## src/rtl/linear_interpolator_pkg.sv

```systemverilog
// Shared types and constants for the linear interpolator slice.
// Holds the ramp FSM state encoding and the default sample width.
package linear_interpolator_pkg;

    typedef enum logic {
        IDLE = 1'b0,
        RAMP = 1'b1
    } ramp_state_t;

    localparam int DEFAULT_IN_BITS = 16;
    localparam logic [15:0] OVERRUN_CNT_MAX = 16'hFFFF;

endpackage

```

## src/rtl/linear_interpolator_edge.sv

```systemverilog
// Rising-edge detector for a slow strobe sampled in the clk domain.
// Reused by the other strobe consumers.
module strobe_edge_detect (
    input  logic clk,
    input  logic rst,
    input  logic in,
    output logic rise
);

    logic cnt_q;

    always_ff @(posedge clk or negedge rst) begin
        if (!rst) begin
            cnt_q <= 1'b0;
        end else begin
            cnt_q <= in;
        end
    end

    assign rise = in & ~cnt_q;

endmodule

```

## src/rtl/linear_interpolator.sv

```systemverilog
// Upsampler: ramps linearly from the previous low-rate sample to the new one over 2^log2_steps clks.
// Optional overrun event counter enabled by defining LINEAR_INTERP_OVERRUN_CNT_EN.
module linear_interpolator
    import linear_interpolator_pkg::*;
#(
    parameter int in_bits    = DEFAULT_IN_BITS,
    parameter int out_bits   = 16,
    parameter int log2_steps = 8
) (
    input  logic                clk,
    input  logic                rst,
    input  logic                cnt_clk,
    input  logic [in_bits-1:0]  in_data,
    output logic [out_bits-1:0] out_data,
    output logic                ramping,
    output logic                overrun
`ifdef LINEAR_INTERP_OVERRUN_CNT_EN
    ,
    output logic [15:0]         overrun_cnt
`endif
);

    localparam int ACC_W   = in_bits + log2_steps;
    localparam int DELTA_W = in_bits + 1;
    localparam logic [log2_steps-1:0] STEP_ONE  = 1;
    localparam logic [log2_steps-1:0] STEP_LAST = '1;

    ramp_state_t                state;
    ramp_state_t                state_next;
    logic                       cnt_edge;
    logic                       last_step;
    logic signed [ACC_W-1:0]    acc;
    logic signed [DELTA_W-1:0]  delta;
    logic signed [in_bits-1:0]  x_tgt;
    logic [log2_steps-1:0]      step_cnt;

    strobe_edge_detect u_edge (
        .clk  (clk),
        .rst  (rst),
        .in   (cnt_clk),
        .rise (cnt_edge)
    );

    assign last_step = (step_cnt == STEP_LAST);

    always_ff @(posedge clk or negedge rst) begin
        if (!rst) begin
            state <= IDLE;
        end else begin
            state <= state_next;
        end
    end

    // A new edge always (re)starts a ramp, even on the final step.
    always_comb begin
        state_next = state;
        case (state)
            IDLE: if (cnt_edge) state_next = RAMP;
            RAMP: if (!cnt_edge && last_step) state_next = IDLE;
            default: state_next = IDLE;
        endcase
    end

    always_comb begin
        ramping = (state == RAMP);
    end

    // On overrun the accumulator snaps to the pending target so ramps never drift.
    always_ff @(posedge clk or negedge rst) begin
        if (!rst) begin
            acc      <= '0;
            delta    <= '0;
            x_tgt    <= '0;
            step_cnt <= '0;
            overrun  <= 1'b0;
        end else if (cnt_edge) begin
            if (state == RAMP) begin
                acc     <= {x_tgt, {log2_steps{1'b0}}};
                overrun <= 1'b1;
            end
            delta    <= DELTA_W'(signed'(in_data)) - DELTA_W'(x_tgt);
            x_tgt    <= signed'(in_data);
            step_cnt <= '0;
        end else if (state == RAMP) begin
            acc      <= acc + ACC_W'(delta);
            step_cnt <= step_cnt + STEP_ONE;
        end
    end

    assign out_data = acc[ACC_W-1 -: out_bits];

`ifdef LINEAR_INTERP_OVERRUN_CNT_EN
    always_ff @(posedge clk or negedge rst) begin
        if (!rst) begin
            overrun_cnt <= '0;
        end else if (cnt_edge && state == RAMP && overrun_cnt != OVERRUN_CNT_MAX) begin
            overrun_cnt <= overrun_cnt + 16'd1;
        end
    end
`endif

endmodule

```

## config.mk

```make
export PLATFORM = sky130hd
export DESIGN_NAME = linear_interpolator
export DESIGN_NICKNAME = d
export VERILOG_FILES = /design/src/rtl/linear_interpolator_pkg.sv /design/src/rtl/linear_interpolator_edge.sv /design/src/rtl/linear_interpolator.sv
export SDC_FILE = /design/constraint.sdc
export NUM_CORES = 1
export LEC_CHECK = 0
export ABC_AREA = 1
export ABC_CLOCK_PERIOD_IN_PS = 3460
export BUFFER_PORTS_ARGS = -buffer_cell sky130_fd_sc_hd__buf_2
export CAP_MARGIN = 20
export CORE_MARGIN = 5
export CORE_UTILIZATION = 30
export DETAILED_ROUTE_END_ITERATION = 7
export PLACE_DENSITY_LB_ADDON = 0.08
export SYNTH_ARGS = -nofsm -noshare
export SYNTH_HDL_FRONTEND = slang
export SYNTH_HIERARCHICAL = 1
export SYNTH_SLANG_ARGS = --single-unit
```

## constraint.sdc

```tcl
create_clock -name clk -period 3.46 [get_ports clk]
set_input_delay 0 -clock clk [delete_from_list [all_inputs] [get_ports clk]]
set_output_delay 0 -clock clk [all_outputs]
set_load 0.01 [all_outputs]
```

Yosys cells after proc, flatten, opt, wreduce, memory -nomap -nowiden
Index checks and enable logic that the tools add are counted.
{"block": "word_totals", "register_bits": 68, "input_bits": 19, "out_inout_bits": 18, "elab_cells": 26}
{"block": "classes", "addsub": 3, "n_eq_ne": 1, "mux": 8, "n_bitwise": 3, "reduce_logical": 4}
{"op": "2-to-1 mux 24 bit", "n": 3}
{"op": "adder 24 x 17 -> 24 bit", "n": 1}
{"op": "subtractor 16 x 16 -> 17 bit", "n": 1}
{"op": "2-to-1 mux 8 bit", "n": 2}
{"op": "adder 8 x 1 -> 8 bit (second input constant)", "n": 1}
{"op": "equality test 8 bit (second input constant)", "n": 1}
{"op": "2-to-1 mux 1 bit", "n": 2}
{"op": "NOT 1 bit", "n": 2}
{"op": "case mux 1 bit (2 select lines)", "n": 1}
{"op": "AND reduction 2 bit", "n": 1}
{"op": "nonzero test 2 bit", "n": 1}
{"op": "AND 1 bit", "n": 1}
{"op": "logical AND 1 bit", "n": 1}
{"op": "logical NOT 1 bit", "n": 1}

Longest topological paths before layout
Gate-level depths: netlist (run 1).
{"block": "logic_depth", "ltp_word": 6, "ltp_mapped": 12}

By module
Netlist (run 1), hierarchy kept.
{"module": "linear_interpolator", "n_inst": 1, "cells_per_inst": 813, "area_per_inst_um2": 5371.4}
{"module": "strobe_edge_detect", "n_inst": 1, "cells_per_inst": 3, "area_per_inst_um2": 35.0}

Worst setup path before layout (run 1)
Ideal clock, no wire load.
{"block": "synth_path", "path_kind": "register -> register", "startpoint": "register acc[0]", "endpoint": "register acc[4]", "arrival_ns": 1.747, "required_time_ns": 3.338, "slack_ns": 1.591, "stages_incl_launch_ff": 7, "path_cell_list": "dfrtp_1 -> ha_1 -> fa_1 -> nand3_1 -> nand3_1 -> or2_2 -> a32o_1"}
{"block": "synth_via", "elab_chain_len": 3}
{"item": "start: declaration", "line_no": "linear_interpolator.sv:32", "text": "logic signed [ACC_W-1:0] acc;"}
{"item": "start signal: assignment", "line_no": "linear_interpolator.sv:78", "text": "acc <= {x_tgt, {log2_steps{1'b0}}};"}
{"item": "start signal: assignment", "line_no": "linear_interpolator.sv:85", "text": "acc <= acc + ACC_W'(delta);"}
{"item": "adder 24 x 17 -> 24 bit", "line_no": "linear_interpolator.sv:85"}
{"item": "2-to-1 mux 24 bit", "line_no": "linear_interpolator.sv:84", "text": "end else if (state == RAMP) begin"}
{"item": "2-to-1 mux 24 bit", "line_no": "linear_interpolator.sv:76", "text": "end else if (cnt_edge) begin"}
No other way between the ends. The select of a mux whose other input is x is not followed.
A chain may end at the register's enable or synchronous reset.

Worst setup path in the final report (run 1)
{"block": "layout_path", "startpoint": "register acc[0]", "endpoint": "register acc[12]"}
Same word-level chain as after synthesis.

==> run metrics, run 1 <==
IO Port Bufs 36; vias per cell roughly 4.6; fin crit share 60.3%; placed cell areas between 5000 and 6000 um2; slowest CP cell fa_1; Worst EP required approximately 3.7 ns; Core Box Area 17,800 um2; Arr. time, crit path ~2.3 ns; clk_lat worst skew 0.35 ns; Yosys top cell by area dfrtp_1; FF-to-FF Start acc[0]; fin nets roughly 920; antenna violations before repair 0; DRT iter0 DRCs 260; num rows 49; Synth Net Count about 880; worst slew pin tran 0.944 ns; Synth Cell Area 5410 um2; initial cell density of the core 30.3%; DIE WIDTH ~140 um; cell family with most CP delay simple AND/OR/NAND/NOR gates; largest cells by area after synthesis dfrtp_1, nand2_1, ha_1; worst-path fanout max 5; htree depth 3; top_reg_cell synth dfrtp_1; Root Buffer clkbuf_16; post-DR wirelength/cell 14.6 um; Yosys reg bits just under 70; number of diodes 0; share of cells above drive strength 1 roughly 9.0%; GR Overflow Total 0; setup bufs post-CTS 0; final-report hold violation count 0; RePlAce Congestion between 0.8 and 0.9; CP Cell Sequence ha_1 > fa_1 > nand3_1 > nand3_1 > nand2_1 > nand3_1 > nand2_1 > nand3b_1 > nand3_1 > nand2_1; Mean Syn Cell Area between 6 and 7 um2; DR vias between 5,000 and 6,000; Post-Synthesis Cells ~820; DP Wirelength 12.4 mm; post-synth cell types 39; outcome completed; slew margin rel. a little under two fifths; vias in the first global route between 4,000 and 5,000; cell mode on critical path nand3_1; sequential share of the synthesized area around a third; pre-CTS WS roughly 1.4 ns; largest net degree at the start of global routing between 60 and 70; Final ANT Viol Nets 0; Max stage delay on crit path between 0.4 and 0.5 ns; Max Freq between 400 and 500 MHz; die height around 140 um; Yosys top cell area share 31.5%; clk buf depth 2; Final Setup Violations 0; DRC 0; worst hold path type in2reg; post-route cell area 6240 um2; max-slew violation total from the final report 0; maxcap violations 0; Worst-path clk slew 0.06 ns; pwr dens between 800 and 900 nW/um2; clock sink count between 60 and 70; Setup CP Type reg2reg; global-route usage over all layers 16.0%; crit path launch type flip-flop; Design Power about 5100 uW; Synth Warn # 6; Area Growth Syn to Fin 15.3%; first-pass GRT wire length about 26 mm; number of CTS-inserted buffers 9; min cycle time layout between 2 and 2.5 ns; Pre-antenna DRT Iters 5; Worst Min Path Start cnt_clk; I/O pins 37; Pleak around 0.0033 uW; TritonCTS clock tree done; CP Buf/Inv Count 0; RSZ-0062 raised after global routing false; post-route setup slack approximately 1.4 ns; # fillers just under 2,000; Clock Skew between 0.006 and 0.007 ns; die area 20,800 um2; CP Launch Point acc[0]; Peak VDD IR approximately 0.28 mV; WL final roughly 16 mm; post-CTS sizing 0; CP endpoint kind flip-flop; number of synthesized flops with an enable pin 0; FFs w/ async S/R, synth 100%; setup TNS 0 ns
[through the flow]
stage / std cells / utilization (%) / hold WS (ns)
after global placement: 1054 / 32.1 / 0.124
after floorplan: 816 / - / -0.296
after CTS: 1088 / 35.0 / 0.296
after detailed placement: 1054 / 32.1 / 0.124
final: 1088 / 35.0 / 0.305
after global routing: 1088 / 35.0 / 0.303
[flip-flops by register name, indices dropped and copies added, names as in the netlist]
name          flops
x_tgt            16
ramping           1
step_cnt          8
overrun           1
acc              24
delta            17
u_edge/cnt_q      1
[cells in the final DEF (no fill, tap or decap), drive strengths merged, types with 3 or more instances in the layout]
master       netlist  layout
nand2            308     308
nand4              8       8
dfrtp             68      68
clkbuf             7      11
a21oi             35      35
ha                40      40
a22o               3       3
nor3               6       6
o21bai             6       6
dlygate4sd3        0      18
xnor2              9       9
o21ai             56      56
inv              128     128
nand3b            10      10
or2                4       4
buf               22      38
nand3             40      40
nor2              54      54
[synth_stat cells (6+ instances only)]
cell	count
nand2_1	303
inv_1	127
dfrtp_1	68
o21ai_0	54
nor2_1	48
ha_1	40
nand3_1	38
a21oi_1	33
buf_4	16
nand3b_1	9
xnor2_1	9
nand4_1	8
clkbuf_1	7
buf_2	6
[path summary, 6_finish.rpt]
kind	end	slack, ns	cells past startpoint
max	acc[12]	1.37	10
min reg2reg	overrun	0.46	2
max reg2reg	acc[12]	1.37	10
min in group asynchronous	acc[1]	0.33	2
max in group asynchronous	overrun	2.49	2
min	u_edge/cnt_q	0.31	2
[kinds of logic after synthesis]
| group | Yosys count | synth area share (%) |
|---|---|---|
| fa+ha+maj | 42 | 10.0 |
| compound gates | 107 | 11.1 |
| flops | 68 | 31.5 |
| buf+inv | 157 | 12.2 |
| simple gates | 433 | 33.8 |
| xor+xnor | 9 | 1.46 |
[timing repair]
action,CTS,global route
setup endpoints to repair,0,0
endpoints found under the hold margin,85,0
hold buffers,18,0
[where the power goes]
| group | leakage (uW) | internal (uW) | switching, uW | total [uW] |
|---|---|---|---|---|
| registers | 0.000829 | 1040 | 218 | 1260 |
| clock network | 0.000158 | 672 | 383 | 1050 |
| logic | 0.00236 | 964 | 1780 | 2750 |
[metal layers]
metal  GRT usage, %  wire length [um]
met5              0                 0
met4           4.12               218
met3           3.04               447
met2           24.3              6920
met1           23.4              8270
[area by class of cell]
class | instances | area [um2] | area share (%)
multi-input cells | 591 | 3050 | 49.0
clock buffers | 11 | 253 | 4.05
inverters | 128 | 480 | 7.70
clock inverters | 5 | 83.8 | 1.34
flip-flops and latches | 68 | 1700 | 27.3
repair buffers | 56 | 378 | 6.06
well taps | 229 | 287 | 4.59
Power figures use the tool's default switching activity.
==> inputs of run 2 (changes only) <==
--- a/config.mk
+++ b/config.mk
@@ -6,7 +6,7 @@
 export NUM_CORES = 1
 export LEC_CHECK = 0
 export ABC_AREA = 1
-export ABC_CLOCK_PERIOD_IN_PS = 3460
+export ABC_CLOCK_PERIOD_IN_PS = 1910
 export BUFFER_PORTS_ARGS = -buffer_cell sky130_fd_sc_hd__buf_2
 export CAP_MARGIN = 20
 export CORE_MARGIN = 5
==> constraint.sdc (replaced) <==
create_clock -name clk -period 1.91 [get_ports clk]
set_input_delay 0 -clock clk [delete_from_list [all_inputs] [get_ports clk]]
set_output_delay 0 -clock clk [all_outputs]
set_load 0.01 [all_outputs]
==> run metrics, run 2 (synthesis results as in run 1) <==
outcome completed; WL final 16.3 mm; num rows between 40 and 50; Clock Skew ~0.0073 ns; setup TNS 0 ns; DIE WIDTH about 140 um; pre-CTS WS -0.0833 ns; I/O pins 37; fin crit share 96.6%; Pre-antenna DRT Iters 5; DRC 0; worst slew pin tran just under 0.6 ns; most frequent cells in the layout nand2_1, inv_1, dfrtp_1, o21ai_0, buf_4; clock sink count 68; first-pass GRT wire length ~26 mm; Area Growth Syn to Fin 25.5%; global-route usage over all layers between 10% and 20%; slowest CP cell fa_2; Max stage delay on crit path ~0.42 ns; vias per cell 4.63; fin nets roughly 950; Root Buffer clkbuf_16; biggest regs acc x24, delta x17, x_tgt x16; Largest register FFs 24; TritonCTS clock tree done; Pleak between 0.003 and 0.004 uW; Worst EP required 2.14 ns; post-DR wirelength/cell between 10 and 15 um; Final Setup Violations 0; share of cells above drive strength 1 around 18%; CP Cell Sequence ha_4 > fa_2 > o21ai_4 > nand2_1 > nand2_2 > nand2_1 > nand2_1 > nand2_1 > nand3_2 > nand2_1; Top reg by flops acc; die area between 20,000 and 25,000 um2; Core Util, Final a little under two fifths; htree depth 3; DP Wirelength approximately 13 mm; initial cell density of the core 30.3%; crit path launch type flip-flop; largest net degree at the start of global routing 34; Cell Count, Final, Fillers Out 1,126; min cycle time layout approximately 1.8 ns; DRT iter0 DRCs ~240; cell mode on critical path nand2_1; CP Buf/Inv Count 0; RePlAce Congestion 0.925; pwr dens approximately 1500 nW/um2; Max Freq between 500 and 600 MHz; Core Box Area between 15,000 and 20,000 um2; die height between 100 and 150 um; number of CTS-inserted buffers 9; Cells after DPL 1,090; Final ANT Viol Nets 0; DR vias around 5,200; Arr. time, crit path ~2.1 ns; slew margin rel. between 60% and 70%; maxcap violations 0; clk buf depth 2; clk_lat worst skew around 0.35 ns; commonest non-fill, non-tap cell in the layout nand2_1; final-report hold violation count 0; cell family with most CP delay adder cells; CP endpoint kind flip-flop; IO Port Bufs 36; Setup CP Type reg2reg; vias in the first global route 5,058; worst-path fanout max 3; RSZ-0062 raised after global routing true; max-slew violation total from the final report 0; worst hold path type in2async; Design Power slightly below 10,000 uW; number of diodes 0; Peak VDD IR 0.607 mV; Worst-path clk slew about 0.060 ns; post-route setup slack between 0.06 and 0.07 ns; GR Overflow Total 0; antenna violations before repair 1
-- run 2: cell count changes in the layout (fill, tap and decap cells not counted), sizes merged --
cell      previous run  this run
clkbuf              11        10
clkinv               1         4
buf                 38        76
bufinv               2         0
inv                128       130
clkinvlp             2         0
-- run 2: path summary, 6_finish.rpt --
check                               from           end  slack, ns  depth (start not counted)
min in group clk                 cnt_clk  u_edge/cnt_q       0.31                          2
max in group asynchronous            rst       acc[15]       1.15                          3
worst min register to register   overrun       overrun       0.46                          2
worst max-delay path            x_tgt[0]     delta[16]       0.06                         10
worst max register to register  x_tgt[0]     delta[16]       0.06                         10
worst min-delay path                 rst        acc[2]       0.18                          2
-- run 2: per-stage QoR --
stage	hold slack [ns]	cell area, um2
6_report	0.180	6790
5_1_grt	0.235	6790
4_1_cts	0.208	6490
3_5_place_dp	0.0377	6000
3_3_place_gp	0.0234	6000
2_1_floorplan	-0.296	5410
-- run 2: report_power, final --
group          internal, uW  total (uW)  switching [uW]
logic                  2490        5920            3430
registers              1890        2370             479
clock network           924        1640             713
total                  5300        9930            4620
-- run 2: what timing repair did --
| item | CTS | global route |
|---|---|---|
| endpoints found under the hold margin | 48 | 0 |
| cloned | 0 | 0 |
| endpoints found under the setup margin | 8 | 21 |
| gates resized for setup | 6 | 49 |
| setup buffers | 0 | 2 |
| hold buffers | 18 | 0 |
| pin swaps | 1 | 3 |
-- run 2: layer usage --
metal / wire (um) / global-route usage, % / up-vias
met4: 303 / 4.81 / 0
met2: 7480 / 26.3 / 84
met5: 0 / 0 / -
met3: 460 / 2.31 / 20
met1: 8080 / 23.1 / 2395
li1: - / - / 2717
-- run 2: layout make-up --
| type | instances | area (um2) |
|---|---|---|
| Clock inverter | 6 | 45.0 |
| Fill cell | 1894 | 11100 |
| Timing Repair Buffer | 94 | 676 |
| Multi-Input combinational cell | 591 | 3360 |
| Tap cell | 229 | 287 |
| Clock buffer | 10 | 239 |
| Inverter | 128 | 480 |
| Sequential cell | 68 | 1710 |
==> inputs of run 3 (changes only) <==
--- a/config.mk
+++ b/config.mk
@@ -12,7 +12,7 @@
 export CORE_MARGIN = 5
 export CORE_UTILIZATION = 30
 export DETAILED_ROUTE_END_ITERATION = 7
-export PLACE_DENSITY_LB_ADDON = 0.08
+export PLACE_DENSITY = 0.48
 export SYNTH_ARGS = -nofsm -noshare
 export SYNTH_HDL_FRONTEND = slang
 export SYNTH_HIERARCHICAL = 1
==> run metrics, run 3 (synthesis results as in run 1) <==
initial cell density of the core 30.3%; IO Port Bufs 36; Core Box Area around 18,000 um2; DIE WIDTH between 100 and 150 um; CP endpoint kind flip-flop; most frequent cells in the layout nand2_1, inv_1, dfrtp_1, o21ai_0, nor2_1; num rows 49; post-route cell area 6720 um2; crit path launch type flip-flop; fin crit share slightly above 90%; die area around 21,000 um2; cell mode on critical path nand2_1; Max Freq ~560 MHz; maxcap violations 0; cell family with most CP delay flip-flops; GR Overflow Total 0; CP Depth 10; pwr dens roughly 1500 nW/um2; CP Cell Sequence ha_4 > buf_4 > nand2_1 > nand2_1 > inv_1 > nand2_1 > a21oi_1 > nand4_1 > nand3_1 > nand2_1; DP Wirelength 12.1 mm; Fin Hold WS approximately 0.17 ns; Worst-path clk slew about 0.060 ns; slowest CP cell dfrtp_2; Final Setup Violations 0; global-route usage over all layers roughly 15%; min cycle time layout 1.78 ns; max-slew violation total from the final report 0; biggest regs acc x24, delta x17, x_tgt x16; Root Buffer clkbuf_16; number of CTS-inserted buffers 9; Top reg by flops acc; post-DR wirelength/cell approximately 14 um; final-report hold violation count 0; worst slew pin tran 0.596 ns; vias per cell 4.51; R2R Setup Slk ~0.13 ns; I/O pins 37; RePlAce Congestion around 0.8; Clock Skew around 0.011 ns; Largest register FFs 24; Pre-antenna DRT Iters 4; CP Buf/Inv Count 2; placed cell areas about 6000 um2; DRT iter0 DRCs ~240; commonest non-fill, non-tap cell in the layout nand2_1; Pleak 0.00348 uW; DRC 0; WL final approximately 15 mm; fin nets between 900 and 1,000; worst-path fanout max 7; vias in the first global route roughly 4,900; outcome completed; share of cells above drive strength 1 approximately 17%; Setup CP Type reg2reg; RSZ-0062 raised after global routing true; DR vias 5,052; Max stage delay on crit path between 0.5 and 0.6 ns; antenna violations before repair 0; TritonCTS clock tree done; first-pass GRT wire length ~25 mm; die height roughly 140 um; worst hold path type in2async; Worst EP required about 2.2 ns; slew margin rel. ~60%; clk buf depth 2; largest net degree at the start of global routing 43; clk_lat worst skew between 0.3 and 0.4 ns; Peak VDD IR roughly 0.54 mV; Final ANT Viol Nets 0; setup TNS 0 ns; worst r2r path cells 10; Area Growth Syn to Fin 24.3%; htree depth 3; number of diodes 0; clock sink count 68; Arr. time, crit path about 2 ns
## run 3: cell count changes in the layout (fill, tap and decap cells not counted), sizes merged
cell      delta
clkinv       -2
clkinvlp     +4
buf          -5
inv          -2
## run 3: stage by stage
step | power (uW) | setup WS [ns] | instances | util, %
floorplan | 6020 | 0.0410 | 816 | -
global placement | 7610 | 0.00984 | 1086 | 33.5
detailed placement | 7610 | 0.00308 | 1086 | 33.5
CTS | 9300 | 0.00922 | 1120 | 36.1
global route | 10800 | -0.0167 | 1121 | 37.7
finish | 9740 | 0.134 | 1121 | 37.7
## run 3: path summary, 6_finish.rpt
kind                                 to       from
min reg2reg                     overrun    overrun
max reg2reg                     acc[21]  delta[16]
min                        u_edge/cnt_q        rst
max in group asynchronous     delta[16]        rst
min in group clk           u_edge/cnt_q    cnt_clk
max                             acc[21]  delta[16]
## run 3: final cells by class
type | instances | area, um2
Clock inverter | 6 | 40.0
Multi-Input combinational cell | 591 | 3310
Timing Repair Buffer | 89 | 654
Tap cell | 229 | 287
Inverter | 128 | 480
Fill cell | 1933 | 11100
Clock buffer | 10 | 239
Sequential cell | 68 | 1700
## run 3: worst reg2reg max path, stage by stage, from the launching register on
cell	delay, ns
dfrtp_2	0.54
ha_4	0.26
buf_4	0.15
nand2_1	0.06
nand2_1	0.07
inv_1	0.06
nand2_1	0.06
a21oi_1	0.19
nand4_1	0.12
nand3_1	0.11
nand2_1	0.05
## run 3: where the power goes
part | leakage (uW) | switching (uW) | internal, uW | total (uW)
Sequential | 0.000827 | 428 | 1890 | 2320
Clock | 0.000127 | 698 | 909 | 1610
Combinational | 0.00253 | 3390 | 2430 | 5820
## run 3: layer usage
layer  up-vias  wire, um  GRT usage, %
met3        15       460          2.18
met5         -         0             0
li1       2704         -             -
met4         0       249          4.71
met1      2280      7640          22.1
met2        53      6950          24.4
## run 3: repair_timing
| item | in CTS | in global routing |
|---|---|---|
| setup buffers | 0 | 1 |
| gates cloned | 0 | 0 |
| endpoints found under the hold margin | 53 | 0 |
| endpoints found under the setup margin | 2 | 23 |
| hold buffers | 18 | 0 |
| resized for setup | 1 | 48 |
| pin swaps | 1 | 6 |
